`config.mk`:
```
export PLATFORM = sky130hd
export DESIGN_NAME = fsm_decod
export DESIGN_NICKNAME = d
export VERILOG_FILES = /design/src/rtl/fsm_decod.sv
export SDC_FILE = /design/constraint.sdc
export NUM_CORES = 1
export LEC_CHECK = 0
export CAP_MARGIN = 20
export CORE_ASPECT_RATIO = 0.75
export CORE_MARGIN = 2
export CORE_UTILIZATION = 35
export CTS_BUF_LIST = sky130_fd_sc_hd__clkbuf_2 sky130_fd_sc_hd__clkbuf_4 sky130_fd_sc_hd__clkbuf_8
export DETAILED_ROUTE_END_ITERATION = 8
export GPL_TIMING_DRIVEN = 0
export SLEW_MARGIN = 20
export SYNTH_ARGS = -nofsm -noshare
export SYNTH_HDL_FRONTEND = slang
export SYNTH_SLANG_ARGS = --single-unit
export TNS_END_PERCENT = 100
```
`constraint.sdc`:
```
create_clock -name clk_12kHz -period 2.7 [get_ports clk_12kHz]
set_input_delay 0.27 -clock clk_12kHz [delete_from_list [all_inputs] [get_ports clk_12kHz]]
set_output_delay 0.27 -clock clk_12kHz [all_outputs]
set_load 0.005 [all_outputs]
```
`src/rtl/fsm_decod.sv`:
```
// Receiver for the 12 kHz trinary line code: measures high/low runs, assembles 24
// symbols into 12 trits and checks the frame against the local trinary address.
module fsm_decod #(
    parameter int SHORT_MIN = 2,
    parameter int SHORT_MAX = 7,
    parameter int LONG_MIN  = 9,
    parameter int LONG_MAX  = 15,
    parameter int SYNC_MIN  = 64,
    parameter int IDLE_MAX  = 255
) (
    input  logic       clk_12kHz,
    input  logic       rst,
    input  logic       dado_in,
    input  logic [7:0] A_01,
    input  logic [7:0] A_F,
    output logic [3:0] dado_out,
    output logic       valid,
    output logic       vt,
    output logic       err
);

    typedef enum logic [2:0] {HUNT, WAIT_EDGE, HIGH, LOW, DONE} state_t;

    state_t      state, state_n;
    logic        sync1, line, line_d;
    logic [4:0]  hcnt, hcnt_n;
    logic [7:0]  lcnt, lcnt_n;
    logic [4:0]  sym_idx;
    logic [23:0] sym_sr;
    logic        h_long;

    logic        rise, h_short_w, h_long_w, l_short_w, l_long_w, sym_ok, ls_pair;
    logic        idx_clr, shift_en, hlong_ld, err_n, accept;
    logic [11:0] is_one, is_flt, is_bad;
    logic        addr_ok, frame_bad;
    logic [3:0]  rx_data;

    function automatic logic in_rng(input int w, input int lo, input int hi);
        return (w >= lo) && (w <= hi);
    endfunction

    // Run counters track the synchronised line in every state.
    always_comb begin
        hcnt_n    = line ? ((hcnt == 5'd31) ? hcnt : hcnt + 5'd1) : 5'd0;
        lcnt_n    = line ? 8'd0 : ((lcnt == 8'hFF) ? lcnt : lcnt + 8'd1);
        rise      = line & ~line_d;
        h_short_w = in_rng(int'(hcnt), SHORT_MIN, SHORT_MAX);
        h_long_w  = in_rng(int'(hcnt), LONG_MIN, LONG_MAX);
        l_short_w = in_rng(int'(lcnt), SHORT_MIN, SHORT_MAX);
        l_long_w  = in_rng(int'(lcnt), LONG_MIN, LONG_MAX);
        sym_ok    = h_long ? l_short_w : l_long_w;
        // Second symbol of a trit being S after an L makes the illegal LS pair.
        ls_pair   = sym_idx[0] & sym_sr[0] & ~h_long;
    end

    // Symbol k of the frame sits at sym_sr[23-k]; trit b uses symbols 2b and 2b+1.
    always_comb begin
        is_one  = '0;
        is_flt  = '0;
        is_bad  = '0;
        addr_ok = 1'b1;
        for (int b = 0; b < 12; b++) begin
            is_one[b] = sym_sr[23-2*b] & sym_sr[22-2*b];
            is_flt[b] = ~sym_sr[23-2*b] & sym_sr[22-2*b];
            is_bad[b] = sym_sr[23-2*b] & ~sym_sr[22-2*b];
        end
        for (int i = 0; i < 8; i++) begin
            if (A_F[i]) begin
                if (!is_flt[i]) addr_ok = 1'b0;
            end else if (is_flt[i] || is_bad[i] || (is_one[i] != A_01[i])) begin
                addr_ok = 1'b0;
            end
        end
        frame_bad = (|is_bad) | (|is_flt[11:8]);
        rx_data   = {is_one[8], is_one[9], is_one[10], is_one[11]};
    end

    always_comb begin
        state_n  = state;
        idx_clr  = 1'b0;
        shift_en = 1'b0;
        hlong_ld = 1'b0;
        err_n    = 1'b0;
        accept   = 1'b0;
        case (state)
            HUNT: begin
                if (int'(lcnt_n) >= SYNC_MIN) begin
                    state_n = WAIT_EDGE;
                    idx_clr = 1'b1;
                end
            end
            WAIT_EDGE: begin
                if (rise) state_n = HIGH;
            end
            HIGH: begin
                if (line) begin
                    if (int'(hcnt_n) > LONG_MAX) begin
                        err_n   = 1'b1;
                        state_n = HUNT;
                    end
                end else if (h_short_w || h_long_w) begin
                    hlong_ld = 1'b1;
                    state_n  = LOW;
                end else begin
                    err_n   = 1'b1;
                    state_n = HUNT;
                end
            end
            LOW: begin
                if (line) begin
                    if ((sym_idx < 5'd24) && sym_ok && !ls_pair) begin
                        shift_en = 1'b1;
                        state_n  = HIGH;
                    end else begin
                        err_n   = 1'b1;
                        state_n = HUNT;
                    end
                end else if (int'(lcnt_n) == SYNC_MIN) begin
                    // Outputs are registered, so the frame is judged on the edge
                    // into DONE and valid/err are visible during the DONE cycle.
                    if ((sym_idx == 5'd24) && !h_long) begin
                        state_n = DONE;
                        err_n   = frame_bad;
                        accept  = !frame_bad && addr_ok;
                    end else begin
                        err_n   = 1'b1;
                        state_n = WAIT_EDGE;
                        idx_clr = 1'b1;
                    end
                end
            end
            DONE: begin
                state_n = WAIT_EDGE;
                idx_clr = 1'b1;
            end
            default: state_n = HUNT;
        endcase
    end

    always_ff @(posedge clk_12kHz or posedge rst) begin
        if (rst) begin
            state    <= HUNT;
            sync1    <= 1'b0;
            line     <= 1'b0;
            line_d   <= 1'b0;
            hcnt     <= '0;
            lcnt     <= '0;
            sym_idx  <= '0;
            sym_sr   <= '0;
            h_long   <= 1'b0;
            dado_out <= '0;
            valid    <= 1'b0;
            vt       <= 1'b0;
            err      <= 1'b0;
        end else begin
            state  <= state_n;
            sync1  <= dado_in;
            line   <= sync1;
            line_d <= line;
            hcnt   <= hcnt_n;
            lcnt   <= lcnt_n;
            if (idx_clr)       sym_idx <= '0;
            else if (shift_en) sym_idx <= sym_idx + 5'd1;
            if (shift_en) sym_sr <= {sym_sr[22:0], h_long};
            if (hlong_ld) h_long <= h_long_w;
            valid <= accept;
            err   <= err_n;
            if (accept) dado_out <= rx_data;
            if (err_n || (int'(lcnt_n) == IDLE_MAX)) vt <= 1'b0;
            else if (accept)                         vt <= 1'b1;
        end
    end

endmodule
```
# Word level (Yosys, flattened, before mapping)
# Index checks and enable logic that the tools add are counted.
[classes] magnitude_cmp=11 eq_ne=21 bitwise_logic=66 muxes=66 n_addsub=3 n_reduce_logical=35
[op_table] op="1-bit 2-to-1 mux" n=48
[op_table] op="1-bit bitwise AND" n=39
[op_table] op="1-bit inverter" n=26
[op_table] op="3-bit 2-to-1 mux" n=7
[op_table] op="5-bit 2-to-1 mux" n=4
[op_table] op="1-bit logical OR" n=18
[op_table] op="8-bit equality test, second input constant" n=2
[op_table] op="8-bit 2-to-1 mux" n=2
[op_table] op="3-bit one-hot mux with 5 select lines" n=1
[op_table] op="12-bit OR reduction" n=1
[op_table] op="5-bit by 1-bit adder with 5-bit output, second input constant" n=2
[op_table] op="5-bit equality test, second input constant" n=2
[op_table] op="8-bit by 1-bit adder with 8-bit output, second input constant" n=1
[op_table] op="8-bit by 1-bit equality test with 1-bit output, second input constant" n=1
[op_table] op="8-bit by 2-bit greater-or-equal comparator with 1-bit output, second input constant" n=1
[op_table] op="8-bit by 4-bit greater-or-equal comparator with 1-bit output, second input constant" n=1
[op_table] op="8-bit by 7-bit greater-or-equal comparator with 1-bit output, second input constant" n=1
[op_table] op="8-bit by 3-bit less-or-equal comparator with 1-bit output, second input constant" n=1
[op_table] op="8-bit by 4-bit less-or-equal comparator with 1-bit output, second input constant" n=1
[op_table] op="1-bit logical AND" n=8
[op_table] op="1-bit inequality test" n=8
[op_table] op="3-bit by 2-bit equality test with 1-bit output, second input constant" n=2
[op_table] op="3-bit inequality test, second input constant" n=2
[op_table] op="5-bit by 2-bit greater-or-equal comparator with 1-bit output, second input constant" n=1
[op_table] op="17 further kinds" n=22
[totals] wordCells=215 regBits=56 out_inout_bits=7 in_bits=19

# Logic depth before layout (Yosys ltp)
# Gate-level depths: netlist of run 1.
[logic_depth] ltp_word=27 mapped_depth=8 ltp_nobuf=8

# Least setup slack after synthesis of run 1
# Ideal clock, no wire load.
[synth_timing] kind="register -> register" startpoint="register lcnt[0]" endpoint="register vt" t_required_ns=2.613 setup_ns=0.087 n_path_buf=0 period_less_slack_ns=2.190 path_slack_ns=0.510 arrival_ns=2.103 path_stages_with_launch=8 cell_sequence="dfrtp_1 > ha_1 > and4_4 > a211o_1 > a32oi_2 > nand3_4 > or3_1 > a211oi_2"
[synth_via] elab_chain_cells=10 word_cells_on_any_way=25 classes_between="add/sub: 1; order compare: 4; eq/ne: 3; mux: 11; reduce/logical: 6"
[synth_lines] item="start: declaration" line="27" rtl="logic [7:0] lcnt, lcnt_n;"
[synth_lines] item="start signal: assignment" line="161" rtl="lcnt <= lcnt_n;"
[synth_lines] item="parallel branches: the longest is 10 deep, another holds 8-bit by 1-bit adder with 8-bit output"
[synth_lines] item="end: declaration" line="18" rtl="output logic vt,"
# Several ways; the timed one is not identified.
# A chain may end at the register's enable or synchronous reset.

# Worst setup path in the final report of run 1
# Ends and elaborated chain as after synthesis.

==> results of run 1 <==
[sequential cells by signal, summed over array words and instances (netlist names)]
| name | cells |
|---|---|
| valid | 1 |
| sync1 | 1 |
| sym_idx | 5 |
| lcnt | 8 |
| dado_out | 4 |
| vt | 1 |
| line_d | 1 |
| state | 3 |
| hcnt | 5 |
| line | 1 |
| sym_sr | 24 |
| err | 1 |
| h_long | 1 |
[synthesized netlist by cell type, types with 3 or more instances]
cell type	n
a21oi_1	23
nand3_1	5
nand2b_1	3
inv_1	34
nor2b_1	5
a31oi_1	3
buf_2	3
ha_1	33
o22ai_1	3
nor4_1	5
o211ai_1	3
xnor2_1	13
clkbuf_1	4
or3_1	5
nor2_1	16
o21ai_0	21
nor3_1	8
mux2_2	9
xor2_1	6
nand4_1	8
buf_6	3
dfrtp_1	56
nand2_1	33
mux2i_1	5
[metal layers]
metal	wire length, um	track usage	vias up
met5	0	0	-
met4	83	0.0361	0
met3	289	0.0241	8
met2	2900	0.199	62
met1	3970	0.227	1277
li1	-	-	1289
[cell families after synthesis]
| group | Yosys count |
|---|---|
| AND/OR/NAND/NOR | 111 |
| AO/OA/AOI/OAI | 72 |
| flip-flops | 56 |
| buffers and inverters | 45 |
| adder cells (fa/ha/maj) | 33 |
| XOR/XNOR | 19 |
| multiplexers | 14 |
[cells in the final DEF (no fill, tap or decap), types with 6 or more instances in the layout]
| master | synthesis | routed |
|---|---|---|
| xor2_1 | 6 | 6 |
| o21ai_0 | 21 | 21 |
| clkdlybuf4s50_1 | 0 | 25 |
| dfrtp_1 | 56 | 56 |
| mux2_2 | 9 | 9 |
| nor2_1 | 16 | 16 |
| inv_1 | 34 | 33 |
| nand2_1 | 33 | 33 |
| a21oi_1 | 23 | 23 |
| nor3_1 | 8 | 8 |
| nand4_1 | 8 | 8 |
| ha_1 | 33 | 33 |
| xnor2_1 | 13 | 13 |
[worst min path at each step]
stage / from / endpoint / slack (ns) / cells past startpoint
after floorplan: dado_in / sync1 / 0.30 / 0
after global placement: sync1 / line / 0.34 / 0
after detailed placement: sync1 / line / 0.34 / 0
after CTS: rst / line_d / 0.37 / 3
after global routing: rst / sym_sr[20] / 0.38 / 3
final: rst / hcnt[3] / 0.35 / 3
[through the flow]
stage	TNS (ns)	setup slack (ns)	util	instance area, sq um
6_report	0	0.220	0.415	3980
3_5_place_dp	0	0.0756	0.404	3870
4_1_cts	0	0.103	0.414	3970
3_3_place_gp	-3.33	-0.0647	0.401	3840
5_1_grt	0	0.0482	0.415	3980
2_1_floorplan	0	0.510	-	3430
[worst min-delay path, stage by stage]
cell,delay [ns]
clkdlybuf4s50_1,0.45
inv_4,0.08
buf_16,0.26
[power by group through the flow]
stage	Clock, mW	Sequential [mW]	Combinational [mW]
2_1_floorplan	0	0.875	0.0789
3_3_place_gp	0	0.878	0.127
3_5_place_dp	0	0.878	0.136
4_1_cts	0.498	0.862	0.136
5_1_grt	0.527	0.864	0.152
6_report	0.480	0.861	0.134
[final cells by class]
cell class	count	area, sq um
plain buffers	11	82.6
fillers	935	5600
repair buffers	26	278
multi-input cells	249	1830
well taps	132	165
inverters	34	130
clock buffers	5	68.8
flip-flops and latches	56	1400
clock inverters	3	23.8
==> metrics.log, run 1 <==
INFO  metric result_of_the_run = complete, no violations
INFO  metric irDropWorstVdd = 0.179 mV
INFO  metric worstPathArrival = approximately 2.7 ns
INFO  metric synth.distinct_cells = between 60 and 70
INFO  metric p_total = approximately 1.5 mW
INFO  metric depth_of_the_critical_timing_path_with_buffers_and_inverters_included = 7
INFO  metric setup.worst_path.start = lcnt[0]
INFO  metric netlist_top_cells_area = dfrtp_1 (41%), ha_1 (12%), inv_1 (3.7%)
INFO  metric drt-initial-drc-count = between 200 and 250
INFO  metric fp.coreArea = 9580 sq um
INFO  metric swShare = 0.257
INFO  metric power.density = between 300 and 400 nW/um^2
INFO  metric residual_overflow_from_global_routing = 0
INFO  metric fin_max_slew_vios = 0
INFO  metric cts.root.buffer_cell = clkbuf_8
INFO  metric r2r-end = vt
INFO  metric p_seq_frac = 0.584
INFO  metric cts_resized = 0
INFO  metric grt_pass1_vias = between 2,000 and 3,000
INFO  metric number_of_synthesized_flops_with_an_enable_pin = 0
INFO  metric post_synth_xor_area_fraction = 0.0485
INFO  metric place.detailed.hpwl = 5380 um
INFO  metric maxClockFrequency = approximately 400 MHz
INFO  metric diodes = 0
INFO  metric die_w = ~120 um
INFO  metric tritoncts.num_buffers = 5
INFO  metric max_slew.worst_pin.slew = a little under 0.5 ns
INFO  metric all_layer_global_routing_usage = 0.144
INFO  metric dp.cells = around 510
INFO  metric worst_hold_path_type = input pin to async pin
INFO  metric clock-sinks = 56
INFO  metric synth.cell_area = 3430 sq um
INFO  metric cell_type_with_the_highest_aggregate_area_in_the_netlist = dfrtp_1
INFO  metric max-clock-path-buffers = 2
INFO  metric cp.buffers_inverters = 0
INFO  metric synth_ff_type = dfrtp_1
INFO  metric initial_utilization = 0.358
INFO  metric cts_post_setup_buffers_inserted = 0
INFO  metric boundaryPins = 26
INFO  metric crit_path_cell_trace = ha_1, and4_4, nand4_1, a32oi_2, nand3_4, or3_1, a211oi_2
INFO  metric setup_violations = 0
INFO  metric clock_skew = 0.0103 ns
INFO  metric critical_path_endpoint_category = flip-flop
INFO  metric routed_wire_length_per_instance = around 14 um
INFO  metric p_switching = between 300 and 400 uW
INFO  metric timing.critical_path.max_delay_family = simple AND/OR/NAND/NOR gates
INFO  metric htree_num_levels = 2
INFO  metric critical_path_required = about 3 ns
INFO  metric layout_min_cycle_time = about 2.5 ns
INFO  metric clkTransAtPathRegs = around 0.1 ns
INFO  metric router_iterations_before_antenna_repair = 4
INFO  metric grt_start_max_net_pins = 57
INFO  metric post_synth_fa_ha_maj_area_fraction = 0.120
INFO  metric synthesis.nets = between 400 and 500
INFO  metric portBuffers = 25
INFO  metric hold_viol_final = 0
INFO  metric layout.cells.non_filler = 516
INFO  metric synth_area_per_cell = roughly 10 sq um
INFO  metric fin_crit_sh = 0.919
INFO  metric gp_congestion = between 0.8 and 0.9
INFO  metric critical_path_peak_fanout = 9
INFO  metric clkPwrFrac = 0.325
INFO  metric post_route_cells_drive_above_1_share = 0.104
INFO  metric placement_rows = 31
INFO  metric wire_length_of_the_first_global_routing_pass = ~13,000 um
INFO  metric synth_warnings = 0
INFO  metric fin_hold_ws = ~0.35 ns
INFO  metric p_leak = about 1.8 nW
INFO  metric fraction_of_power_consumed_by_combinational_cells = 0.091
INFO  metric postSynthRegisterBits = 56
INFO  metric unrepaired_setup_endpoints_after_global_routing = false
INFO  metric crit_slowest_cell = dfrtp_1
INFO  metric clock_insertion_delay_worst_skew = 0.32 ns
INFO  metric reg2reg_depth = 7
INFO  metric timing.slew.headroom = 0.674
INFO  metric worst_r2r_startpoint = lcnt[0]
INFO  metric grt_antenna_before_repair = 0
INFO  metric routed-via-count = ~2,600
INFO  metric cap_viol_max_count = 0
INFO  metric tritoncts = yes
INFO  metric synth.mux.area_fraction = 0.0442
INFO  metric rrSetupSlack = between 0.2 and 0.25 ns
INFO  metric maximum_single_stage_delay_on_the_critical_path = 0.50 ns
INFO  metric routed_wl = a little over 7000 um
INFO  metric setup.worst_path.end = vt
INFO  metric synth_top_family_by_area = simple AND/OR/NAND/NOR gates
INFO  metric floorplan.die_area = 10,600 sq um
INFO  metric finalNetCount = roughly 440
INFO  metric synth_compound_gate_area_share = 0.133
INFO  metric antenna_violating_nets_post_route = 0
INFO  metric die_y = 89.7 um
INFO  metric internal-power = approximately 1.1 mW
INFO  metric worst_setup_path_start_kind = flip-flop
INFO  metric synth_simple_gate_area_share = 0.184
INFO  metric cts-hold-fix-buffers = 0
INFO  metric vias_per_cell = slightly above 5
INFO  metric worstSetupPathType = flip-flop to flip-flop
INFO  metric yosysTopAreaCellShare = 0.409
INFO  metric ys_seq_area_frac = 0.409
INFO  metric syn2layout_area_growth = 16.1%
INFO  metric drc_errors = 0
INFO  metric synthCells = 350
INFO  metric asyncSetResetFlopFracSynth = 1.00
(Power assumes the default switching activity.)
==> run 2, diff against run 1 <==
--- a/config.mk
+++ b/config.mk
@@ -6,12 +6,12 @@
 export NUM_CORES = 1
 export LEC_CHECK = 0
 export CAP_MARGIN = 20
-export CORE_ASPECT_RATIO = 0.75
 export CORE_MARGIN = 2
 export CORE_UTILIZATION = 35
 export CTS_BUF_LIST = sky130_fd_sc_hd__clkbuf_2 sky130_fd_sc_hd__clkbuf_4 sky130_fd_sc_hd__clkbuf_8
 export DETAILED_ROUTE_END_ITERATION = 8
 export GPL_TIMING_DRIVEN = 0
+export SETUP_SLACK_MARGIN = 0.02
 export SLEW_MARGIN = 20
 export SYNTH_ARGS = -nofsm -noshare
 export SYNTH_HDL_FRONTEND = slang
==> run 2 against run 1 <==
  * Sequential share of layout area hardly changed
  * Setup slack worse by 0.050 ns
  * Largest cell class unchanged
  * Critical path type unchanged
  * Utilization is 0.21 points lower
  * Routed wire length is 2.4% higher
  * Global-route usage is 0.88 points higher
  * Critical endpoint unchanged
==> metrics.log, run 2 (synthesis gave the netlist of run 1 again) <==
INFO  metric result_of_the_run = complete, no violations
INFO  metric fp.coreArea = 9640 sq um (+0.61%)
INFO  metric maximum_single_stage_delay_on_the_critical_path = 0.52 ns (+0.02 ns)
INFO  metric drc_errors = 0 (unchanged)
INFO  metric max-clock-path-buffers = 2 (unchanged)
INFO  metric p_leak = 1.76 nW (+0.19%)
INFO  metric routed_wire_length_per_instance = 14.3 um (+2.2%)
INFO  metric vias_per_cell = 5.14 (+0.53%)
INFO  metric grt_antenna_before_repair = 0 (unchanged)
INFO  metric crit_slowest_cell = dfrtp_1
INFO  metric filler_cell_count = 994 (+6.3%)
INFO  metric timing.slew.headroom = 0.664 (-0.0107)
INFO  metric use_met3 = 0.0217 (-0.00242)
INFO  metric boundaryPins = 26 (unchanged)
INFO  metric irDropWorstVdd = 0.233 mV (+30%)
INFO  metric largest_registers = sym_sr x24, lcnt x8
INFO  metric grt_start_max_net_pins = 39 (-32%)
INFO  metric routed_wl = 7410 um (+2.4%)
INFO  metric worst_hold_path_type = input pin to async pin
INFO  metric largest-register = sym_sr
INFO  metric multi_input_comb_area = 1840 sq um (+0.34%)
INFO  metric clock_insertion_delay_worst_skew = 0.32 ns (about the same)
INFO  metric final.setup.tns = 0 ns (unchanged)
INFO  metric critical_path_endpoint_category = flip-flop
INFO  metric fin_hold_ws = 0.223 ns (-0.126 ns)
INFO  metric initial_utilization = 0.356 (-0.00218)
INFO  metric all_layer_global_routing_usage = 0.152 (+0.00878)
INFO  metric floorplan.die_area = 10,600 sq um (about the same)
INFO  metric hold_viol_final = 0 (unchanged)
INFO  metric cts_resized = 1 (+1)
INFO  metric worstSetupPathType = flip-flop to flip-flop
INFO  metric gp_congestion = 0.846 (-2.8%)
INFO  metric seqCellArea = 1400 sq um (unchanged)
INFO  metric p_total = 1.50 mW (+1.5%)
INFO  metric maxClockFrequency = 395 MHz (-2.0%)
INFO  metric tritoncts.num_buffers = 5 (unchanged)
INFO  metric antenna_violating_nets_post_route = 0 (unchanged)
INFO  metric die_y = 103 um (+15%)
INFO  metric wire_length_of_the_first_global_routing_pass = 12,800 um (+1.8%)
INFO  metric clock-sinks = 56 (unchanged)
INFO  metric cts.root.buffer_cell = clkbuf_8
INFO  metric portBuffers = 25 (unchanged)
INFO  metric grt-busiest-layer = met2
INFO  metric placement_rows = 36 (+16%)
INFO  metric worst_setup_path_start_kind = flip-flop
INFO  metric post_route_cells_drive_above_1_share = 0.107 (+0.00260)
INFO  metric unrepaired_setup_endpoints_after_global_routing = false
INFO  metric routed-via-count = 2,655 (+0.72%)
INFO  metric gr-usage-met1 = 0.212 (-0.0153)
INFO  metric router_iterations_before_antenna_repair = 4 (unchanged)
INFO  metric most_common_cell_after_layout_fill_and_taps_aside = dfrtp_1
INFO  metric worstPathArrival = 2.77 ns (+0.05 ns)
INFO  metric diodes = 0 (unchanged)
INFO  metric crit_path_cell_trace = ha_1, and4_4, nand4_1, a32oi_2, nand3_4, or3_1, a211oi_2
INFO  metric power.density = 376 nW/um^2 (+1.4%)
INFO  metric critical_path_peak_fanout = 9 (unchanged)
INFO  metric htree_num_levels = 2 (unchanged)
INFO  metric fin_crit_sh = 0.937 (+0.0186)
INFO  metric cap_viol_max_count = 0 (unchanged)
INFO  metric die_w = 103 um (-13%)
INFO  metric clkTransAtPathRegs = 0.11 ns (about the same)
INFO  metric largest_register_ffs = 24 (unchanged)
INFO  metric layout_common_cells = dfrtp_1 (56), inv_1 (33), nand2_1 (33), ha_1 (33), clkdlybuf4s50_1 (25)
INFO  metric grt_pass1_vias = 2,667 (+5.6%)
INFO  metric drt-initial-drc-count = 106 (-49%)
INFO  metric setup_violations = 0 (unchanged)
INFO  metric layout_min_cycle_time = 2.53 ns (+0.0502 ns)
INFO  metric syn2layout_area_growth = 16.2% (about the same)
INFO  metric max_slew.worst_pin.slew = 0.503 ns (+0.0147 ns)
INFO  metric clock_skew = 0.00719 ns (-0.00307 ns)
INFO  metric tritoncts = yes
INFO  metric residual_overflow_from_global_routing = 0 (unchanged)
INFO  metric critical_path_required = 2.94 ns (about the same)
INFO  metric fin_max_slew_vios = 0 (unchanged)
INFO  metric cts_post_setup_buffers_inserted = 0 (unchanged)
INFO  metric finalNetCount = 435 (unchanged)
INFO  metric place.detailed.hpwl = 5470 um (+1.6%)
INFO  metric cts-hold-fix-buffers = 0 (unchanged)
INFO  metric grt.met2_usage = 0.246 (+0.0463)
==> run 2: path summary, 6_finish.rpt <==
check / from / to / slack [ns] / cells past startpoint
min in group clk_12kHz: dado_in / sync1 / 0.38 / 1
max: lcnt[1] / vt / 0.17 / 7
max in group asynchronous: rst / sym_idx[2] / 1.99 / 3
min reg2reg: sync1 / line / 0.38 / 0
max reg2reg: lcnt[1] / vt / 0.17 / 7
min: rst / lcnt[4] / 0.22 / 2
==> run 2: stage by stage <==
| stage | setup slack (ns) | utilization | std cells | cell area [sq um] |
|---|---|---|---|---|
| floorplan | 0.510 | - | 350 | 3430 |
| global placement | -0.103 | 0.399 | 508 | 3840 |
| detailed placement | -0.0584 | 0.401 | 509 | 3870 |
| CTS | 0.0676 | 0.411 | 517 | 3970 |
| global route | 0.0325 | 0.413 | 517 | 3980 |
| finish | 0.169 | 0.413 | 517 | 3980 |
==> run 2: per-layer routing <==
metal | routed length (um) | vias to the layer above
li1 | - | 1286
met1 | 3500 | 1310
met2 | 3570 | 50
met3 | 242 | 9
met4 | 98 | 0
met5 | 0 | -
==> run 2: area by class of cell <==
cell class / instances / area share
multi-input combinational: 249 / 0.461
sequential: 56 / 0.352
timing repair buffer: 26 / 0.0679
tap: 133 / 0.0418
inverter: 34 / 0.0327
buffer: 11 / 0.0207
clock buffer: 5 / 0.0173
clock inverter: 3 / 0.00691
==> run 2: critical path: cells and delay by family (launching register included) <==
family / cells / cell delay (ns)
and+or+nand+nor: 4 / 1.03
AOI/OAI and AO/OA: 2 / 0.55
DFF: 1 / 0.52
adders and majority gates: 1 / 0.35
==> run 2: power breakdown <==
part | total (mW) | internal (mW) | switching [mW]
registers | 0.862 | 0.848 | 0.0149
logic | 0.134 | 0.0630 | 0.0708
clock network | 0.501 | 0.191 | 0.310
